--- src/rtl/synth_scaler.sv ---
// Volume scaler for the PWM path: shift, saturate to 10 bits, offset-binary,
// then a small FIFO so the sampler's request pulse always finds a code.
module synth_scaler #(
  parameter int IN_WIDTH   = 20,
  parameter int SHIFT_BASE = 7,
  parameter int FIFO_DEPTH = 4
) (
  input  logic                clk,
  input  logic                rst,
  input  logic [3:0]          volume,
  input  logic                in_valid,
  output logic                in_ready,
  input  logic [IN_WIDTH-1:0] in_sample,
  output logic                out_valid,
  input  logic                out_ready,
  output logic [9:0]          out_code,
  output logic [7:0]          underflow_count
);

  localparam int AW = $clog2(FIFO_DEPTH);
  localparam int CW = AW + 2;

  localparam logic signed [IN_WIDTH-1:0] HI = IN_WIDTH'(511);
  localparam logic signed [IN_WIDTH-1:0] LO = IN_WIDTH'(-512);

  logic                       s1_v_q;
  logic signed [IN_WIDTH-1:0] s1_sh_q;
  logic                       s2_v_q;
  logic [9:0]                 s2_code_q;

  logic [9:0]    mem_q [FIFO_DEPTH];
  logic [AW-1:0] wp_q, rp_q;
  logic [AW:0]   cnt_q, cnt_d;
  logic [9:0]    last_q;
  logic [7:0]    uf_q;
  logic          rdy_q, rdy_d;

  logic                       acc, push, pop, empty;
  logic [5:0]                 shamt;
  logic signed [IN_WIDTH-1:0] sh_d;
  logic [9:0]                 clamp;
  logic [9:0]                 code_d;
  logic [CW-1:0]              total_d;

  assign acc   = in_valid && rdy_q;
  assign empty = (cnt_q == '0);
  assign push  = s2_v_q;
  assign pop   = !empty && out_ready;

  assign shamt = 6'(SHIFT_BASE) + {2'b00, volume};
  assign sh_d  = $signed(in_sample) >>> shamt;

  always_comb begin
    clamp = s1_sh_q[9:0];
    if (s1_sh_q > HI)
      clamp = 10'h1FF;
    else if (s1_sh_q < LO)
      clamp = 10'h200;
    code_d = {~clamp[9], clamp[8:0]};
  end

  always_comb begin
    cnt_d = cnt_q;
    if (push && !pop)
      cnt_d = cnt_q + 1'b1;
    else if (!push && pop)
      cnt_d = cnt_q - 1'b1;
  end

  // Credit counts in-flight samples so a FIFO slot is reserved per accept.
  assign total_d = CW'(cnt_d) + CW'(s1_v_q) + CW'(acc);
  assign rdy_d   = total_d < CW'(FIFO_DEPTH);

  always_ff @(posedge clk) begin
    if (rst) begin
      s1_v_q <= 1'b0;
      s2_v_q <= 1'b0;
      wp_q   <= '0;
      rp_q   <= '0;
      cnt_q  <= '0;
      last_q <= 10'd512;
      uf_q   <= '0;
      rdy_q  <= 1'b0;
    end else begin
      s1_v_q <= acc;
      s2_v_q <= s1_v_q;
      cnt_q  <= cnt_d;
      rdy_q  <= rdy_d;
      if (push)
        wp_q <= wp_q + 1'b1;
      if (pop) begin
        rp_q   <= rp_q + 1'b1;
        last_q <= mem_q[rp_q];
      end
      if (out_ready && empty && uf_q != 8'hFF)
        uf_q <= uf_q + 1'b1;
    end
  end

  always_ff @(posedge clk) begin
    if (acc)
      s1_sh_q <= sh_d;
    if (s1_v_q)
      s2_code_q <= code_d;
    if (push)
      mem_q[wp_q] <= s2_code_q;
  end

  assign in_ready        = rdy_q;
  assign out_valid       = !empty;
  assign out_code        = empty ? last_q : mem_q[rp_q];
  assign underflow_count = uf_q;

endmodule

--- config.mk ---
export PLATFORM = sky130hd
export DESIGN_NAME = synth_scaler
export DESIGN_NICKNAME = d
export VERILOG_FILES = /design/src/rtl/synth_scaler.sv
export SDC_FILE = /design/constraint.sdc
export NUM_CORES = 1
export LEC_CHECK = 0
export CAP_MARGIN = 15
export CORE_MARGIN = 2
export CORE_UTILIZATION = 35
export CTS_CLUSTER_SIZE = 20
export DETAILED_ROUTE_END_ITERATION = 10
export GPL_TIMING_DRIVEN = 0
export PLACE_DENSITY = 0.56
export SYNTH_ARGS = -nofsm -noshare
export SYNTH_HDL_FRONTEND = slang
export SYNTH_SLANG_ARGS = --single-unit
--- constraint.sdc ---
create_clock -name clk -period 5.15 [get_ports clk]
set_input_delay 1.545 -clock clk [delete_from_list [all_inputs] [get_ports clk]]
set_output_delay 1.545 -clock clk [all_outputs]
set_load 0.01 [all_outputs]
# After elaboration in Yosys (flattened, before gate mapping)
# Memories as Yosys holds them, arrays and structs flattened. A register that Yosys moved wholly into a read port is not among the register bits.
# Cells that the tools add are included.
# totals
regBits	58
latch_bits	0
ram_bits	40
rom_bits	0
input_bits	28
out_inout_bits	20
mem_count	1
# mem_list
memory	depth	word_bits	read_ports	rd_clocked_by_memory_dff	write_ports	line_no	text
mem_q	4	10	1	1	1	31	logic [9:0] mem_q [FIFO_DEPTH];
# op_classes
n_addsub	8
multipliers	0
div	0
order_cmp	3
n_eq_ne	1
n_shift	1
n_mux	9
bitwise	1
reduce_logical	10
# ops
operator	count
2-to-1 mux 10 bit	3
greater-than comparator 20 x 10 -> 1 bit (second input constant)	1
less-than comparator 20 x 10 -> 1 bit (second input constant)	1
>>> shifter 20 x 5 -> 20 bit	1
adder 8 x 1 -> 8 bit (second input constant)	1
inequality test 8 bit (second input constant)	1
logical AND 1 bit	6
2-to-1 mux 3 bit	2
adder 3 x 4 -> 5 bit (first input constant)	1
adder 2 x 1 -> 2 bit (second input constant)	2
adder 3 x 1 -> 4 bit	1
adder 4 x 1 -> 4 bit	1
less-than comparator 4 x 3 -> 1 bit (second input constant)	1
2-to-1 mux 2 bit	2
adder 3 x 1 -> 3 bit (second input constant)	1
logical NOT 1 bit	3
logical NOT 3 bit	1
subtractor 3 x 1 -> 3 bit (second input constant)	1
2-to-1 mux 1 bit	2
NOT 1 bit	1

# Depth between registers and ports, before layout
# logic_depth
word_depth	9
depth_mapped	11

# Worst setup path before layout
# No wires, ideal clock.
# synth_timing
path_type	input port to flip-flop
start	input volume[0]
end	register s1_sh_q[0], data pin
setup_time_ns	0.261
t_arrival_ns	3.442
t_required_ns	4.889
slack_ns	1.447
cell_stages	10
path_buffers	4
cell_sequence	buf_2 -> inv_1 -> buf_2 -> ha_1 -> buf_6 -> buf_12 -> mux2_4 -> mux2i_1 -> mux2i_1 -> a221o_1
# synth_between
elab_chain_cells	2
# synth_rtl
element	line_no	text
start: declaration	10	input logic [3:0] volume,
adder 3 x 4 -> 5 bit	50	assign shamt = 6'(SHIFT_BASE) + {2'b00, volume};
>>> shifter 20 x 5 -> 20 bit	51	assign sh_d = $signed(in_sample) >>> shamt;
net sh_d[0]	40	logic signed [IN_WIDTH-1:0] sh_d;
end signal: assignment	102	s1_sh_q <= sh_d;
end: declaration	27	logic signed [IN_WIDTH-1:0] s1_sh_q;
# The timed path passes the listed nets, and every way through them passes these cells.
# A chain may end at the register's enable or synchronous reset.

# Final worst setup path
# layout_timing
start	register cnt_q[0]
end	output out_code[1]
# layout_between
elab_chain_cells	2
# layout_rtl
element	line_no	text
start: declaration	33	logic [AW:0] cnt_q, cnt_d;
start signal: assignment	87	cnt_q <= cnt_d;
logical NOT 3 bit	46	assign empty = (cnt_q == '0);
2-to-1 mux 10 bit	111	assign out_code = empty ? last_q : mem_q[rp_q];
end: declaration	16	output logic [9:0] out_code,
# No other way between the ends.

==> flow_summary.html <==
<table>
<tr><th>Metric</th><th>Value</th></tr>
<tr><th colspan="2">Outcome</th></tr>
<tr><td>Outcome</td><td>finished, final reports clean</td></tr>
<tr><th colspan="2">Global route</th></tr>
<tr><td>Grt ovf</td><td>0</td></tr>
<tr><td>Maximum number of pins on one net before global-route repair</td><td>23</td></tr>
<tr><td>Initial antenna violation count</td><td>0</td></tr>
<tr><td>Number of global-route vias before repair</td><td>3346</td></tr>
<tr><td>All-Layer GR Usage</td><td>14.1%</td></tr>
<tr><td>Wire length of the first global-routing pass</td><td>16600 µm</td></tr>
<tr><th colspan="2">Worst setup path</th></tr>
<tr><td>Startpoint of the worst setup timing path</td><td>cnt_q[0]</td></tr>
<tr><td>Req. time, crit path</td><td>3.61 ns</td></tr>
<tr><td>Arrival time reported for the critical path endpoint</td><td>2.57 ns</td></tr>
<tr><td>Peak per-stage delay on the critical path</td><td>0.48 ns</td></tr>
<tr><td>Category of the worst setup path capture point</td><td>primary output</td></tr>
<tr><td>Flop-to-flop setup slack</td><td>2.93 ns</td></tr>
<tr><td>Startpoint of the lowest-slack register-to-register path</td><td>cnt_q[0]</td></tr>
<tr><td>Crit Path Max Fanout</td><td>10</td></tr>
<tr><td>Cells along the critical path</td><td>inv_1 -&gt; ha_1 -&gt; nand2b_1 -&gt; buf_1 -&gt; mux2_2 -&gt; clkdlybuf4s50_1</td></tr>
<tr><td>Slowest cell on the critical path</td><td>sky130_fd_sc_hd__clkdlybuf4s50_1</td></tr>
<tr><td>Gate family responsible for the most delay along the worst path</td><td>buffers and inverters</td></tr>
<tr><td>Depth of the most critical reg-to-reg path</td><td>10</td></tr>
<tr><td>Endpoint of the worst register-to-register path</td><td>in_ready</td></tr>
<tr><td>Worst path buffer plus inverter count</td><td>3</td></tr>
<tr><td>Classification of the worst setup path</td><td>flop to primary output</td></tr>
<tr><td>Kind of launch point of the worst setup path</td><td>flop</td></tr>
<tr><th colspan="2">Floorplan</th></tr>
<tr><td>Die Area</td><td>15400 µm²</td></tr>
<tr><td>Count of boundary I/O pins</td><td>48</td></tr>
<tr><td>Row count</td><td>43</td></tr>
<tr><td>Die span in y</td><td>124 µm</td></tr>
<tr><td>Width of the chip</td><td>124 µm</td></tr>
<tr><td>Initial Util</td><td>36.1%</td></tr>
<tr><td>Core outline area</td><td>14000 µm²</td></tr>
<tr><th colspan="2">STA</th></tr>
<tr><td>Worst hold margin</td><td>0.456 ns</td></tr>
<tr><td>Final number of hold-violating endpoints</td><td>0</td></tr>
<tr><td>Pins over their slew limit</td><td>0</td></tr>
<tr><td>Slew @ Worst Pin</td><td>0.899 ns</td></tr>
<tr><td>Worst slew slack as a fraction of its limit</td><td>40.1%</td></tr>
<tr><td>Post-route fraction of the period consumed by the critical path</td><td>79.9%</td></tr>
<tr><td>Post-Route Skew</td><td>0.00616 ns</td></tr>
<tr><td>Setup repair after global routing missed its margin</td><td>false</td></tr>
<tr><td>Final setup slack of the worst path</td><td>1.04 ns</td></tr>
<tr><td>Summed negative setup slack over all endpoints</td><td>0 ns</td></tr>
<tr><td>Timing-limited maximum frequency</td><td>243 MHz</td></tr>
<tr><td>Final setup violation count</td><td>0</td></tr>
<tr><td>Time the worst path needs with I/O delays and setup</td><td>4.11 ns</td></tr>
<tr><th colspan="2">Clock network</th></tr>
<tr><td>Total number of clock tree sinks</td><td>100</td></tr>
<tr><td>CTS H-Tree Depth</td><td>3</td></tr>
<tr><td>Clock Root Buffer</td><td>sky130_fd_sc_hd__clkbuf_16</td></tr>
<tr><td>Source-to-sink clock delay at the later pin of the worst-skew pair</td><td>0.34 ns</td></tr>
<tr><td>Buffers from clock root to sink, at most</td><td>2</td></tr>
<tr><td>Buffer count from post-CTS setup fixing</td><td>0</td></tr>
<tr><td>CTS tree</td><td>done</td></tr>
<tr><td>Post-CTS Resized</td><td>0</td></tr>
<tr><td>Number of clock buffers inserted by TritonCTS</td><td>9</td></tr>
<tr><td>Post-CTS clock slew at the launch and capture registers of the worst setup and hold paths</td><td>0.06 ns</td></tr>
<tr><td>Hold bufs inserted after CTS</td><td>0</td></tr>
<tr><th colspan="2">Synthesis</th></tr>
<tr><td>Per-instance average area after synthesis</td><td>11.9 µm²</td></tr>
<tr><td>Sequential element share of the synthesized area</td><td>53.6%</td></tr>
<tr><td>Cell type contributing the most total cell area after synthesis</td><td>sky130_fd_sc_hd__edfxtp_1</td></tr>
<tr><td>Synth top area cells</td><td>sky130_fd_sc_hd__edfxtp_1 42%, sky130_fd_sc_hd__dfxtp_1 12%, sky130_fd_sc_hd__mux4_2 4.9%, sky130_fd_sc_hd__mux2_2 4.2%, sky130_fd_sc_hd__mux2i_1 3.6%</td></tr>
<tr><td>Share of Yosys cell area claimed by the top area cell type</td><td>41.7%</td></tr>
<tr><td>Synthesized instance count</td><td>425</td></tr>
<tr><td>Netlist cell types</td><td>57</td></tr>
<tr><td>Number of enable flip-flop cells after synthesis</td><td>70</td></tr>
<tr><td>Total number of yosys warnings</td><td>0</td></tr>
<tr><td>Combined area of all synthesized cells</td><td>5040 µm²</td></tr>
<tr><td>Primary FF master, synth</td><td>sky130_fd_sc_hd__edfxtp_1</td></tr>
<tr><td>Nets in the synthesized netlist</td><td>463</td></tr>
<tr><td>Yosys reg bits</td><td>100</td></tr>
<tr><td>Share of flip-flops with an asynchronous set or reset after synthesis</td><td>0%</td></tr>
<tr><th colspan="2">Routing</th></tr>
<tr><td>Total DRC errors in the routed layout</td><td>0</td></tr>
<tr><td>First-pass iteration count of the detailed router</td><td>5</td></tr>
<tr><td>Overall routed net length</td><td>10300 µm</td></tr>
<tr><td>WL per Instance</td><td>15.4 µm</td></tr>
<tr><td>Antenna Nets Post-Route</td><td>0</td></tr>
<tr><td>Detailed Route Iter0 Violations</td><td>170</td></tr>
<tr><td>Post-DR vias/cell</td><td>5.18</td></tr>
<tr><td>Via count of the routed design</td><td>3442</td></tr>
<tr><th colspan="2">Pwr</th></tr>
<tr><td>Cell area power density</td><td>417 nW/µm²</td></tr>
<tr><td>Worst-case vdd ir drop</td><td>0.176 mV</td></tr>
<tr><td>Leakage power total</td><td>2.11 nW</td></tr>
<tr><th colspan="2">Final layout</th></tr>
<tr><td>Most common library cell in the layout ignoring fill and taps</td><td>sky130_fd_sc_hd__edfxtp_1</td></tr>
<tr><td>Ratio of cells with drive above 1 in the final layout</td><td>13.6%</td></tr>
<tr><td>Finished layout cell area</td><td>6030 µm²</td></tr>
<tr><td>Final-layout fill cell count</td><td>1333</td></tr>
<tr><td>Area overhead of the layout relative to synthesis</td><td>19.5%</td></tr>
<tr><td>Most used cells in the layout excluding fill and tap cells</td><td>70 x sky130_fd_sc_hd__edfxtp_1, 46 x sky130_fd_sc_hd__nand2_1, 44 x sky130_fd_sc_hd__clkdlybuf4s50_1</td></tr>
<tr><td>Total inserted antenna cells</td><td>0</td></tr>
<tr><td>Fin nets</td><td>518</td></tr>
<tr><th colspan="2">Placement</th></tr>
<tr><td>Standard cell area after detailed placement</td><td>5710 µm²</td></tr>
<tr><td>IO buf count</td><td>44</td></tr>
<tr><td>Routability congestion estimate</td><td>0.915</td></tr>
<tr><td>Pre-CTS WS</td><td>0.985 ns</td></tr>
<tr><td>Final HPWL DP</td><td>7630 µm</td></tr>
<tr><th colspan="2">Worst hold path</th></tr>
<tr><td>Hold Path Depth</td><td>2</td></tr>
<tr><td>Hold-critical path endpoint</td><td>last_q[7]</td></tr>
<tr><td>Class of the tightest hold or removal check</td><td>flop to flop</td></tr>
<tr><td>Worst Min Path Start</td><td>last_q[7]</td></tr>
<tr><th colspan="2">Job</th></tr>
<tr><td>Max Cap Viol</td><td>0</td></tr>
</table>
==> metrics by stage <==
step / std cells / power, W / utilization [%]
after floorplan: 425 / 0.00154 / -
after global placement: 649 / 0.00181 / 40.8
after detailed placement: 649 / 0.00182 / 40.8
after CTS: 665 / 0.00254 / 43.1
after global routing: 665 / 0.00266 / 43.1
final: 665 / 0.00251 / 43.1
==> per-layer routing <==
layer	up-vias	GRT usage [%]	routed length (µm)
li1	1696	-	-
met1	1639	17.5	4490
met2	87	24.0	5110
met3	20	3.02	419
met4	0	4.99	228
met5	-	0	0
==> report_power, final <==
part	total, W	switching [W]	internal [W]	leakage [nW]
clock network	0.000706	0.000280	0.000426	0.148
registers	0.00103	0.0000529	0.000975	0.884
logic	0.000777	0.000384	0.000393	1.08
==> worst reg2reg max path, delay by kind of cell, from the launching register on <==
family,cells,cell delay (ns)
AND/OR/NAND/NOR,3,0.59
adder cells (fa/ha/maj),2,0.49
flip-flops,1,0.38
buffers and inverters,2,0.27
AO/OA/AOI/OAI,2,0.23
XOR/XNOR,1,0.18
==> layout make-up <==
class                   instances  area, µm²  area share [%]
flip-flops and latches        100       2700            44.9
multi-input cells             287       2150            35.7
repair buffers                 44        440            7.31
clock buffers                  10        229            3.80
well taps                     180        225            3.74
plain buffers                  27        151            2.51
clock inverters                 6       87.6            1.45
inverters                      11       41.3           0.685
==> sequential cells by signal (all words and copies together), names as in the netlist, named ones only <==
register	cells
cnt_q	3
wp_q	2
in_ready	1
last_q	10
s1_sh_q	20
push	1
s2_code_q	10
rp_q	2
s1_v_q	1
underflow_count	8
mem_q	40
==> worst max path at each step <==
stage	endpoint	depth (start not counted)
finish	out_code[1]	6
global route	out_code[5]	6
CTS	out_code[1]	6
detailed placement	s1_sh_q[7]	9
global placement	s1_sh_q[7]	9
floorplan	s1_sh_q[0]	10
==> cell usage after synthesis, types with 5 or more instances <==
cell type and number:
sky130_fd_sc_hd__mux2_2 19, sky130_fd_sc_hd__edfxtp_1 70, sky130_fd_sc_hd__xnor2_1 7, sky130_fd_sc_hd__o21a_1 11, sky130_fd_sc_hd__ha_1 10, sky130_fd_sc_hd__and3_1 5, sky130_fd_sc_hd__xor2_1 5, sky130_fd_sc_hd__buf_2 9
sky130_fd_sc_hd__nor2b_1 6, sky130_fd_sc_hd__mux4_2 11, sky130_fd_sc_hd__nand3_1 9, sky130_fd_sc_hd__and2_1 6, sky130_fd_sc_hd__a21oi_1 22, sky130_fd_sc_hd__nand4_1 5, sky130_fd_sc_hd__clkbuf_1 11, sky130_fd_sc_hd__mux2i_1 18
sky130_fd_sc_hd__nor2_1 35, sky130_fd_sc_hd__o21ai_0 12, sky130_fd_sc_hd__inv_1 11, sky130_fd_sc_hd__nand2_1 46, sky130_fd_sc_hd__dfxtp_1 30
==> kinds of logic after synthesis <==
logic type | share of synthesized area, %
adders and majority gates | 2.48
and+or+nand+nor | 11.9
xor gates and xnor gates | 2.63
DFF | 53.6
buffers and inverters | 3.82
AOI/OAI and AO/OA | 10.9
muxes | 14.6
No activity file was read; power rests on OpenSTA's default activity.
